File: src/rtl/seq_divider.sv
// Restoring shift-subtract divider, one quotient bit per SHIFT/CHECK pair.
// Define DIV_SIGNED_EN for two's-complement operands (adds a FIX cycle).
module seq_divider #(
  parameter int WIDTH = 8
) (
  input  logic             i_clk,
  input  logic             i_rst,
  input  logic             i_start,
  input  logic [WIDTH-1:0] i_dividend,
  input  logic [WIDTH-1:0] i_divisor,
  output logic [WIDTH-1:0] o_quotient,
  output logic [WIDTH-1:0] o_remainder,
  output logic             o_busy,
  output logic             o_done,
  output logic             o_div_by_zero
);

  localparam int CW = $clog2(WIDTH + 1);

  typedef enum logic [2:0] {
    S_IDLE, S_INIT, S_SHIFT, S_CHECK, S_FIX, S_DONE
  } state_t;

  state_t           state_q;
  logic [WIDTH-1:0] dvd_q;
  logic [WIDTH-1:0] dvs_q;
  logic [WIDTH:0]   rem_q;
  logic [WIDTH-1:0] quo_q;
  logic [CW-1:0]    cnt_q;
  logic             zero_q;
  logic [WIDTH-1:0] q_q;
  logic [WIDTH-1:0] r_q;
  logic             busy_q;
  logic             done_q;
  logic             dbz_q;
`ifdef DIV_SIGNED_EN
  logic             neg_quo_q;
  logic             neg_rem_q;
`endif

  logic             ge;
  logic [WIDTH:0]   rem_d;
  logic [WIDTH-1:0] quo_d;
  logic [WIDTH-1:0] dvd_mag;
  logic [WIDTH-1:0] dvs_mag;

  always_comb begin
    ge    = rem_q >= {1'b0, dvs_q};
    rem_d = ge ? rem_q - {1'b0, dvs_q} : rem_q;
    quo_d = {quo_q[WIDTH-1:1], ge};
`ifdef DIV_SIGNED_EN
    dvd_mag = dvd_q[WIDTH-1] ? -dvd_q : dvd_q;
    dvs_mag = dvs_q[WIDTH-1] ? -dvs_q : dvs_q;
`else
    dvd_mag = dvd_q;
    dvs_mag = dvs_q;
`endif
  end

  always_ff @(posedge i_clk) begin
    if (i_rst) begin
      state_q <= S_IDLE;
      dvd_q   <= '0;
      dvs_q   <= '0;
      rem_q   <= '0;
      quo_q   <= '0;
      cnt_q   <= '0;
      zero_q  <= 1'b0;
      q_q     <= '0;
      r_q     <= '0;
      busy_q  <= 1'b0;
      done_q  <= 1'b0;
      dbz_q   <= 1'b0;
`ifdef DIV_SIGNED_EN
      neg_quo_q <= 1'b0;
      neg_rem_q <= 1'b0;
`endif
    end else begin
      done_q <= 1'b0;
      unique case (state_q)
        S_IDLE: begin
          if (i_start) begin
            dvd_q   <= i_dividend;
            dvs_q   <= i_divisor;
            dbz_q   <= 1'b0;
            busy_q  <= 1'b1;
            state_q <= S_INIT;
          end
        end
        S_INIT: begin
          rem_q  <= '0;
          quo_q  <= dvd_mag;
          dvs_q  <= dvs_mag;
          zero_q <= (dvs_q == '0);
`ifdef DIV_SIGNED_EN
          neg_quo_q <= dvd_q[WIDTH-1] ^ dvs_q[WIDTH-1];
          neg_rem_q <= dvd_q[WIDTH-1];
`endif
          // zero divisor takes one CHECK pass that only posts the fixed result
          if (dvs_q == '0) begin
            cnt_q   <= '0;
            state_q <= S_CHECK;
          end else begin
            cnt_q   <= CW'(WIDTH);
            state_q <= S_SHIFT;
          end
        end
        S_SHIFT: begin
          rem_q   <= {rem_q[WIDTH-1:0], quo_q[WIDTH-1]};
          quo_q   <= {quo_q[WIDTH-2:0], 1'b0};
          cnt_q   <= cnt_q - 1'b1;
          state_q <= S_CHECK;
        end
        S_CHECK: begin
          if (zero_q) begin
            q_q     <= '1;
            r_q     <= dvd_q;
            dbz_q   <= 1'b1;
            busy_q  <= 1'b0;
            done_q  <= 1'b1;
            state_q <= S_DONE;
          end else begin
            rem_q <= rem_d;
            quo_q <= quo_d;
            if (cnt_q != '0) begin
              state_q <= S_SHIFT;
            end else begin
`ifdef DIV_SIGNED_EN
              state_q <= S_FIX;
`else
              q_q     <= quo_d;
              r_q     <= rem_d[WIDTH-1:0];
              busy_q  <= 1'b0;
              done_q  <= 1'b1;
              state_q <= S_DONE;
`endif
            end
          end
        end
`ifdef DIV_SIGNED_EN
        S_FIX: begin
          q_q     <= neg_quo_q ? -quo_q : quo_q;
          r_q     <= neg_rem_q ? -rem_q[WIDTH-1:0] : rem_q[WIDTH-1:0];
          busy_q  <= 1'b0;
          done_q  <= 1'b1;
          state_q <= S_DONE;
        end
`endif
        S_DONE:  state_q <= S_IDLE;
        default: state_q <= S_IDLE;
      endcase
    end
  end

  assign o_quotient    = q_q;
  assign o_remainder   = r_q;
  assign o_busy        = busy_q;
  assign o_done        = done_q;
  assign o_div_by_zero = dbz_q;

endmodule

File: config.mk
export PLATFORM = sky130hd
export DESIGN_NAME = seq_divider
export DESIGN_NICKNAME = d
export VERILOG_FILES = /design/src/rtl/seq_divider.sv
export SDC_FILE = /design/constraint.sdc
export NUM_CORES = 1
export LEC_CHECK = 0
export BUFFER_PORTS_ARGS = -buffer_cell sky130_fd_sc_hd__clkbuf_2
export CAP_MARGIN = 15
export CELL_PAD_IN_SITES_DETAIL_PLACEMENT = 0
export CELL_PAD_IN_SITES_GLOBAL_PLACEMENT = 1
export CORE_ASPECT_RATIO = 1.1
export CORE_MARGIN = 2
export CORE_UTILIZATION = 43
export DETAILED_ROUTE_END_ITERATION = 8
export GPL_TIMING_DRIVEN = 0
export PLACE_DENSITY = 0.85
export SETUP_SLACK_MARGIN = 0.02
export SYNTH_ARGS = -nofsm -noshare
export SYNTH_HDL_FRONTEND = slang
export SYNTH_SLANG_ARGS = --single-unit
File: constraint.sdc
create_clock -name i_clk -period 2.7 [get_ports i_clk]
set_input_delay 0.54 -clock i_clk [delete_from_list [all_inputs] [get_ports i_clk]]
set_output_delay 0.54 -clock i_clk [all_outputs]
set_load 0.1 [all_outputs]
==> results of run 1 <==
==> sequential cells by signal, summed over array words and instances (netlist names), 3 cells and up <==
| register | count |
|---|---|
| dvd_mag | 8 |
| cnt_q | 4 |
| state_q | 3 |
| o_remainder | 8 |
| quo_q | 8 |
| o_quotient | 8 |
| rem_q | 9 |
| dvs_mag | 8 |
==> routing by layer <==
metal | part of all wire | routed length [µm] | track usage | up-vias
met5 | 0 | 0 | 0 | -
met4 | 0.0091 | 71 | 0.0780 | 0
met3 | 0.047 | 365 | 0.0450 | 6
met2 | 0.46 | 3610 | 0.337 | 67
met1 | 0.48 | 3750 | 0.294 | 1309
li1 | - | - | - | 1433
==> cell type report <==
cell class | instances | area, µm² | area share
inverters | 13 | 48.8 | 0.0140
clock inverters | 7 | 51.3 | 0.0147
plain buffers | 23 | 110 | 0.0315
multi-input cells | 275 | 1670 | 0.477
clock buffers | 9 | 124 | 0.0355
flip-flops and latches | 60 | 1200 | 0.344
repair buffers | 37 | 185 | 0.0530
well taps | 85 | 106 | 0.0305
==> Yosys cell counts, types with 4 or more instances <==
cell type,number
clkbuf_1,12
nor3_1,4
o22ai_1,23
a22oi_1,6
dfxtp_1,60
nor2b_1,5
o21ai_0,17
a21o_1,7
mux2i_1,8
nand3_1,6
buf_2,4
a31oi_1,5
ha_1,10
o22a_1,7
nand2b_1,7
a21oi_1,46
nor2_1,33
inv_1,13
and2_1,5
nand2_1,45
==> path summary, 6_finish.rpt <==
path	start	to	cells past startpoint
worst min-delay path	i_divisor[1]	dvs_mag[1]$_SDFFE_PP0P_	3
worst max-delay path	rem_q[0]$_SDFFE_PP0P_	o_remainder[6]$_SDFFE_PP0P_	10
worst max register to register	rem_q[0]$_SDFFE_PP0P_	o_remainder[6]$_SDFFE_PP0P_	10
worst min register to register	dvs_mag[3]$_SDFFE_PP0P_	dvs_mag[3]$_SDFFE_PP0P_	2
==> stage by stage <==
step                setup slack, ns  hold WS (ns)
finish                        0.409         0.410
floorplan                     0.726         0.436
CTS                           0.378         0.399
detailed placement            0.398         0.447
global placement              0.444         0.441
global route                  0.219         0.407
==> critical path, stage by stage, from the launching register on <==
cell	delay, ns
dfxtp_1	0.36
inv_1	0.07
ha_1	0.16
inv_1	0.06
fa_1	0.42
a211oi_1	0.32
o21bai_1	0.12
a21oi_1	0.18
xnor2_1	0.09
mux2i_1	0.27
o22ai_1	0.13
==> kinds of logic (layout without fill, tap and decap cells) <==
logic type | Yosys count | after routing | share of synthesized area
XOR/XNOR | 5 | 5 | 0.0145
multiplexers | 8 | 8 | 0.0265
flip-flops | 60 | 60 | 0.397
buffers and inverters | 36 | 89 | 0.0525
adder cells (fa/ha/maj) | 11 | 11 | 0.0480
AND/OR/NAND/NOR | 123 | 123 | 0.197
AO/OA/AOI/OAI | 128 | 128 | 0.265
==> report_power, final <==
part	switching (mW)	internal, mW	leakage [nW]
combinational	1.05	0.616	0.824
clock	0.392	0.335	0.0856
sequential	0.119	1.02	0.490
==> run summary, run 1 <==
Outcome - completed
Ports - 38
Placed cell areas - 3320 µm²
Total track usage - 0.215
Cts bufs inserted - 9
Clock buffer depth - 2
Final clock skew - 0.0115 ns
Chip height - 92.0 µm
Worst EP arrival - 2.51 ns
Antenna Nets Post-Route - 0
Setup slack, reg-to-reg - 0.41 ns
Synth area leader - dfxtp_1
Inst Count DP - 493
RSZ-0062 raised after global routing - no
Yosys top cell area share - 0.397
Wire length per cell - 15.3 µm
Clock Sinks - 60
Commonest non-fill, non-tap cell in the layout - dfxtp_1
Vias in the first global route - 2,656
Slew Viols, Final - 0
Initial antenna violation count - 0
Post-route cell area - 3490 µm²
Initial core utilization - 0.437
Syn Inst Count - 371
Max Clk Rate - 436 MHz
Req. time, crit path - 2.92 ns
Max VDD drop - 0.436 mV
Crit path max fanout - 5
Syn Area/Cell - 8.15 µm²
PortBufs - 37
Critical path class - flop to flop
Synth-to-Final Area Change - 15.4%
Synth Net Count - 401
Hold_buf cts - 0
Post-synth EDFFs - 0
Diodes inserted - 0
CTS tree - built
Num rows - 32
Post-DP HPWL - 5820 µm
Worst skew pair latency - 0.35 ns
Final core utilization - 0.504
Vias post-DR - 2,815
Nets@finish - 449
Synth Flop Type - dfxtp_1
Synth cell types - 51
DRT Wirelength - 7800 µm
Crit path time final - 2.29 ns
Die area - 7720 µm²
Non-filler cells, final - 509
Share of layout cells above drive strength 1 - 0.167
Clock root buffer - clkbuf_8
Yosys reg bits - 60
Slew HR - 0.566
Critical path endpoint category - flop
Pwr dens - 1010 nW/µm²
Most frequent cells in the layout - dfxtp_1 (60), a21oi_1 (46), nand2_1 (45), clkbuf_2 (37), nor2_1 (33)
# fillers - 718
Post-CTS Resized - 0
Actual transition at the worst max-transition pin - 0.650 ns
Synth Cell Area - 3030 µm²
Register area share after synthesis - 0.397
Via-to-Cell Ratio - 5.53
First-pass GRT wire length - 13,000 µm
Iteration-0 DRC Markers - 247
Core area - 6930 µm²
Grt total ovfl - 0
Chip Width - 84.0 µm
Final Wtd Congestion - 0.872
Setup violations, final - 0
Fin crit share - 0.849
DRT Pass-1 Iters - 4
Setup Total Neg Slack - 0 ns
Maxcap violations - 0
Total power - 3.53 mW
Kind of start point of the critical path - flop
Clock-pin slew on the worst setup and hold paths - 0.07 ns
Ys Warns - 0
Top post-synthesis cells by area - dfxtp_1 (40%), a21oi_1 (7.6%), nand2_1 (5.6%)
Largest net degree at the start of global routing - 13
LEAKAGE - 1.40 nW
Post-synth ARST share - 0
H-Tree Depth - 3
Fin. Hold Viols - 0
Setup bufs post-CTS - 0
Hold crit path type - primary input to flop
Residual DRC - 0
Power figures use the tool's default switching activity.
==> run 2: changes to the inputs <==
--- a/config.mk
+++ b/config.mk
@@ -5,16 +5,17 @@
 export SDC_FILE = /design/constraint.sdc
 export NUM_CORES = 1
 export LEC_CHECK = 0
+export ABC_AREA = 1
 export BUFFER_PORTS_ARGS = -buffer_cell sky130_fd_sc_hd__clkbuf_2
 export CAP_MARGIN = 15
 export CELL_PAD_IN_SITES_DETAIL_PLACEMENT = 0
 export CELL_PAD_IN_SITES_GLOBAL_PLACEMENT = 1
 export CORE_ASPECT_RATIO = 1.1
 export CORE_MARGIN = 2
-export CORE_UTILIZATION = 43
+export CORE_UTILIZATION = 42
 export DETAILED_ROUTE_END_ITERATION = 8
 export GPL_TIMING_DRIVEN = 0
-export PLACE_DENSITY = 0.85
+export PLACE_DENSITY = 0.84
 export SETUP_SLACK_MARGIN = 0.02
 export SYNTH_ARGS = -nofsm -noshare
 export SYNTH_HDL_FRONTEND = slang
==> constraint.sdc (replaced) <==
create_clock -name i_clk -period 2.3 [get_ports i_clk]
set_input_delay 0.46 -clock i_clk [delete_from_list [all_inputs] [get_ports i_clk]]
set_output_delay 0.46 -clock i_clk [all_outputs]
set_load 0.1 [all_outputs]
==> run summary, run 2 <==
Initial antenna violation count - 0
Core area - 7010 µm²
RSZ-0062 raised after global routing - no
Yosys reg bits - 60
Yosys top cell area share - 0.395
Max incr delay on CP - 0.40 ns
Largest register by flop count - rem_q
Setup Total Neg Slack - 0 ns
Slew Viols, Final - 0
Post-synth EDFFs - 0
PortBufs - 36
Share of layout cells above drive strength 1 - 0.216
Clock Sinks - 60
Synth Cell Area - 3040 µm²
Top post-synthesis cells by area - dfxtp_1 (39%), a21oi_1 (8.2%), nand2_1 (7.8%)
Req. time, crit path - 2.57 ns
Wire length per cell - 14.7 µm
Num rows - 32
Hold_buf cts - 0
Max Clk Rate - 508 MHz
Pwr dens - 1810 nW/µm²
Register area - 1200 µm²
Chip height - 93.3 µm
Setup bufs post-CTS - 0
Crit path time final - 1.97 ns
Clock-pin slew on the worst setup and hold paths - 0.07 ns
Synth area leader - dfxtp_1
Critical path class - flop to flop
Total track usage - 0.211
CTS tree - built
DRT Wirelength - 7800 µm
Clock root buffer - clkbuf_8
Syn Inst Count - 392
Fin crit share - 0.856
First-pass GRT wire length - 13,100 µm
Nets@finish - 469
Vias in the first global route - 2,672
Actual transition at the worst max-transition pin - 0.553 ns
Max VDD drop - 0.963 mV
Post-CTS Resized - 0
Post-synth ARST share - 0
Multi-input gate area - 1570 µm²
Kind of start point of the critical path - flop
Worst-path cell chain - inv_1 -> ha_1 -> inv_1 -> fa_1 -> nand2_1 -> nand2_1 -> and2_1 -> xnor2_1 -> o21ai_1 -> nand2_1 -> a21oi_1
Synth cell types - 40
Synth Flop Type - dfxtp_1
Most frequent cells after synthesis - nand2_1 (63), dfxtp_1 (60), a21oi_1 (50)
Die area - 7950 µm²
Via-to-Cell Ratio - 5.29
Largest register FFs - 9
Fin. Hold Viols - 0
Hold crit path type - primary input to flop
Ys Warns - 0
Critical path endpoint category - flop
Register area share after synthesis - 0.395
Cts bufs inserted - 9
Diodes inserted - 0
Largest net degree at the start of global routing - 13
Initial core utilization - 0.434
Antenna Nets Post-Route - 0
Worst skew pair latency - 0.34 ns
Synth-to-Final Area Change - 17.6%
Chip Width - 85.2 µm
Most frequent cells in the layout - nand2_1 (63), dfxtp_1 (60), a21oi_1 (50), inv_1 (36), clkbuf_2 (36)
Outcome - completed
Slew HR - 0.633
Most common cell in the netlist - nand2_1
Syn Area/Cell - 7.77 µm²
Final core utilization - 0.511
Clock buffer depth - 2
Iteration-0 DRC Markers - 166
Ports - 38
Setup violations, final - 0
Crit path max fanout - 5
Vias post-DR - 2,800
DRT Pass-1 Iters - 5
Worst EP arrival - 2.24 ns
Final clock skew - 0.00948 ns
Grt total ovfl - 0
Synth Net Count - 422
# fillers - 674
Slowest stage cell, crit path - fa_1
Residual DRC - 0
LEAKAGE - 1.59 nW
Final Wtd Congestion - 0.852
H-Tree Depth - 3
Post-DP HPWL - 5740 µm
Maxcap violations - 0
CP most frequent cell - nand2_1
Commonest non-fill, non-tap cell in the layout - nand2_1
-- run 2: critical path, delay by kind of cell (launching register included) --
family	cells	cell delay [ns]
buf+inv	2	0.14
fa+ha+maj	2	0.56
compound gates	2	0.32
xor+xnor	1	0.13
flops	1	0.35
simple gates	4	0.40
-- run 2: report_power, final --
| group | internal, mW | switching (mW) | leakage [nW] |
|---|---|---|---|
| Clock | 0.727 | 0.462 | 0.120 |
| Sequential | 1.35 | 0.269 | 0.492 |
| Combinational | 1.21 | 2.46 | 0.980 |
-- run 2: layer usage --
metal	track usage	wire (µm)	part of all wire
met1	0.267	3600	0.46
met2	0.340	3540	0.45
met3	0.0406	365	0.047
met4	0.108	291	0.037
met5	0	0	0
-- run 2: kinds of logic after synthesis --
logic type                 Yosys count  share of synthesized area
AOI/OAI and AO/OA                  128                      0.252
and+or+nand+nor                    125                      0.201
buffers and inverters               63                     0.0912
DFF                                 60                      0.395
adders and majority gates           11                     0.0477
xor gates and xnor gates             5                     0.0144
-- run 2: final timing paths --
kind / endpoint / depth (start not counted) / slack (ns) / startpoint
max: o_remainder[4]$_SDFFE_PP0P_ / 11 / 0.33 / rem_q[0]$_SDFFE_PP0P_
min: dvd_mag[7]$_SDFFE_PP0P_ / 3 / 0.34 / i_dividend[7]
max reg2reg: o_remainder[4]$_SDFFE_PP0P_ / 11 / 0.33 / rem_q[0]$_SDFFE_PP0P_
min reg2reg: o_busy$_SDFFE_PP0P_ / 2 / 0.47 / o_busy$_SDFFE_PP0P_
-- run 2: layout make-up --
| class | count | area share |
|---|---|---|
| inverter | 48 | 0.0517 |
| buffer | 15 | 0.0259 |
| tap | 85 | 0.0297 |
| multi-input combinational | 269 | 0.437 |
| timing repair buffer | 36 | 0.0503 |
| clock inverter | 7 | 0.0346 |
| sequential | 60 | 0.336 |
| clock buffer | 9 | 0.0346 |
-- run 2: per-stage QoR --
step           hold slack [ns]  cells  total power [mW]  instance area, µm²  worst slack, ns
6_report                 0.341    529              6.48                3580            0.331
5_1_grt                  0.347    529              6.96                3580            0.203
4_1_cts                  0.334    529              6.48                3580            0.343
3_5_place_dp             0.457    513              5.26                3330            0.386
3_3_place_gp             0.440    513              5.23                3330            0.346
2_1_floorplan            0.422    392              4.47                3040            0.575
==> run 3: changes to the inputs <==
--- a/config.mk
+++ b/config.mk
@@ -12,10 +12,10 @@
 export CELL_PAD_IN_SITES_GLOBAL_PLACEMENT = 1
 export CORE_ASPECT_RATIO = 1.1
 export CORE_MARGIN = 2
-export CORE_UTILIZATION = 42
+export CORE_UTILIZATION = 38
 export DETAILED_ROUTE_END_ITERATION = 8
 export GPL_TIMING_DRIVEN = 0
-export PLACE_DENSITY = 0.84
+export PLACE_DENSITY = 0.81
 export SETUP_SLACK_MARGIN = 0.02
 export SYNTH_ARGS = -nofsm -noshare
 export SYNTH_HDL_FRONTEND = slang
==> constraint.sdc (replaced) <==
create_clock -name i_clk -period 1.7 [get_ports i_clk]
set_input_delay 0.34 -clock i_clk [delete_from_list [all_inputs] [get_ports i_clk]]
set_output_delay 0.34 -clock i_clk [all_outputs]
set_load 0.1 [all_outputs]
==> run summary, run 3 (synthesized netlist as in run 2, its figures left out) <==
Outcome - finished, violations left
Failing checks - negative setup slack
Initial core utilization - 0.389
Final Wtd Congestion - 0.838
Nets@finish - 481
Total track usage - 0.201
Core area - 7830 µm²
Critical path endpoint category - flop
Final clock skew - 0.00732 ns
Clock Sinks - 60
PortBufs - 36
Synth-to-Final Area Change - 28.9%
Iteration-0 DRC Markers - 141
Largest net degree at the start of global routing - 11
Non-filler cells, final - 563
Setup slack, reg-to-reg - -0.1 ns
Clock root buffer - clkbuf_8
Actual transition at the worst max-transition pin - 0.547 ns
Clock buffer depth - 2
Fin. Hold Viols - 0
Share of layout cells above drive strength 1 - 0.358
RSZ-0062 raised after global routing - yes
Cts bufs inserted - 9
Most frequent cells in the layout - nand2_1 (54), dfxtp_1 (48), a21oi_1 (45), clkbuf_2 (36), nor2_1 (28)
Chip height - 97.9 µm
CTS tree - built
Clock-pin slew on the worst setup and hold paths - 0.07 ns
Maxcap violations - 0
Worst EP arrival - 2.06 ns
First-pass GRT wire length - 13,700 µm
Post-DP HPWL - 5740 µm
Via-to-Cell Ratio - 5.01
Chip Width - 89.3 µm
Hold crit path type - primary input to flop
Wire length per cell - 14.8 µm
Grt total ovfl - 0
Antenna Nets Post-Route - 0
Kind of start point of the critical path - flop
Inst Count DP - 536
Largest register FFs - 9
Ports - 38
Initial antenna violation count - 0
Fin crit share - 1.06
Critical path class - flop to flop
Num rows - 34
Largest register by flop count - rem_q
Req. time, crit path - 1.97 ns
DRT Pass-1 Iters - 4
Worst skew pair latency - 0.34 ns
Max Clk Rate - 557 MHz
Commonest non-fill, non-tap cell in the layout - nand2_1
Slew Viols, Final - 0
Residual DRC - 0
Vias in the first global route - 2,749
Final setup margin - -0.0968 ns
Slew HR - 0.637
Crit path time final - 1.80 ns
H-Tree Depth - 3
DRT Wirelength - 8320 µm
Die area - 8740 µm²
Vias post-DR - 2,823
Crit path max fanout - 2
Setup violations, final - 9
Diodes inserted - 0
DP Worst Slack - -0.215 ns
==> run 3: cell count changes in the layout (fill, tap and decap cells not counted), sizes merged <==
cell	previous run	this run
clkbuf	50	52
clkinvlp	1	2
bufinv	3	0
inv	49	48
buf	10	22
==> run 3: worst max-delay path, stage by stage, from the launching register on <==
cell	delay, ns
dfxtp_2	0.33
inv_2	0.08
ha_4	0.15
inv_4	0.03
fa_2	0.34
nand2_2	0.08
nand2_2	0.06
and2_4	0.15
nand2_2	0.06
nand2_1	0.05
nand2_1	0.06
nand3_2	0.06
nand2_2	0.08
nand2_1	0.05
a21oi_1	0.13
==> run 3: layout make-up <==
class / count / area [µm²]
Timing Repair Buffer: 48 / 294
Multi-Input combinational cell: 269 / 1810
Clock inverter: 4 / 25.0
Inverter: 48 / 198
Sequential cell: 60 / 1220
Tap cell: 108 / 135
Fill cell: 766 / 3900
Clock buffer: 11 / 151
Buffer: 15 / 96.3
==> run 3: metal layers <==
layer | part of all wire | vias up | global-route usage
met3 | 0.027 | 11 | 0.0414
met4 | 0.018 | 0 | 0.0643
met5 | 0 | - | 0
met2 | 0.48 | 43 | 0.325
met1 | 0.48 | 1323 | 0.267
li1 | - | 1446 | -
==> run 3: path summary, 6_finish.rpt <==
path / cells after the start / from / endpoint
setup / recovery: 14 / rem_q[0]$_SDFFE_PP0P_ / rem_q[6]$_SDFFE_PP0P_
hold / removal: 3 / i_dividend[3] / dvd_mag[3]$_SDFFE_PP0P_
setup reg to reg: 14 / rem_q[0]$_SDFFE_PP0P_ / rem_q[6]$_SDFFE_PP0P_
hold reg to reg: 2 / o_busy$_SDFFE_PP0P_ / o_busy$_SDFFE_PP0P_
==> run 3: metrics by stage <==
step	instance area, µm²	utilization	hold slack [ns]	setup TNS (ns)
floorplan	3050	-	0.422	0
global placement	3360	0.430	0.439	-1.95
detailed placement	3360	0.430	0.454	-2.14
CTS	3830	0.490	0.214	-0.303
global route	3920	0.501	0.216	-2.36
finish	3920	0.501	0.219	-0.395
==> run 3: what timing repair did <==
item                       CTS  global route
pin swaps                   14             9
buffers inserted             7             4
setup endpoints to repair   18            21
gates cloned                 1             0
hold buffers                 0             0
resized for setup           57            16
Power of run 3 is left out: the tool's default activity adds up to more than one toggle a clock period on the data nets, which glitch-free logic cannot reach.
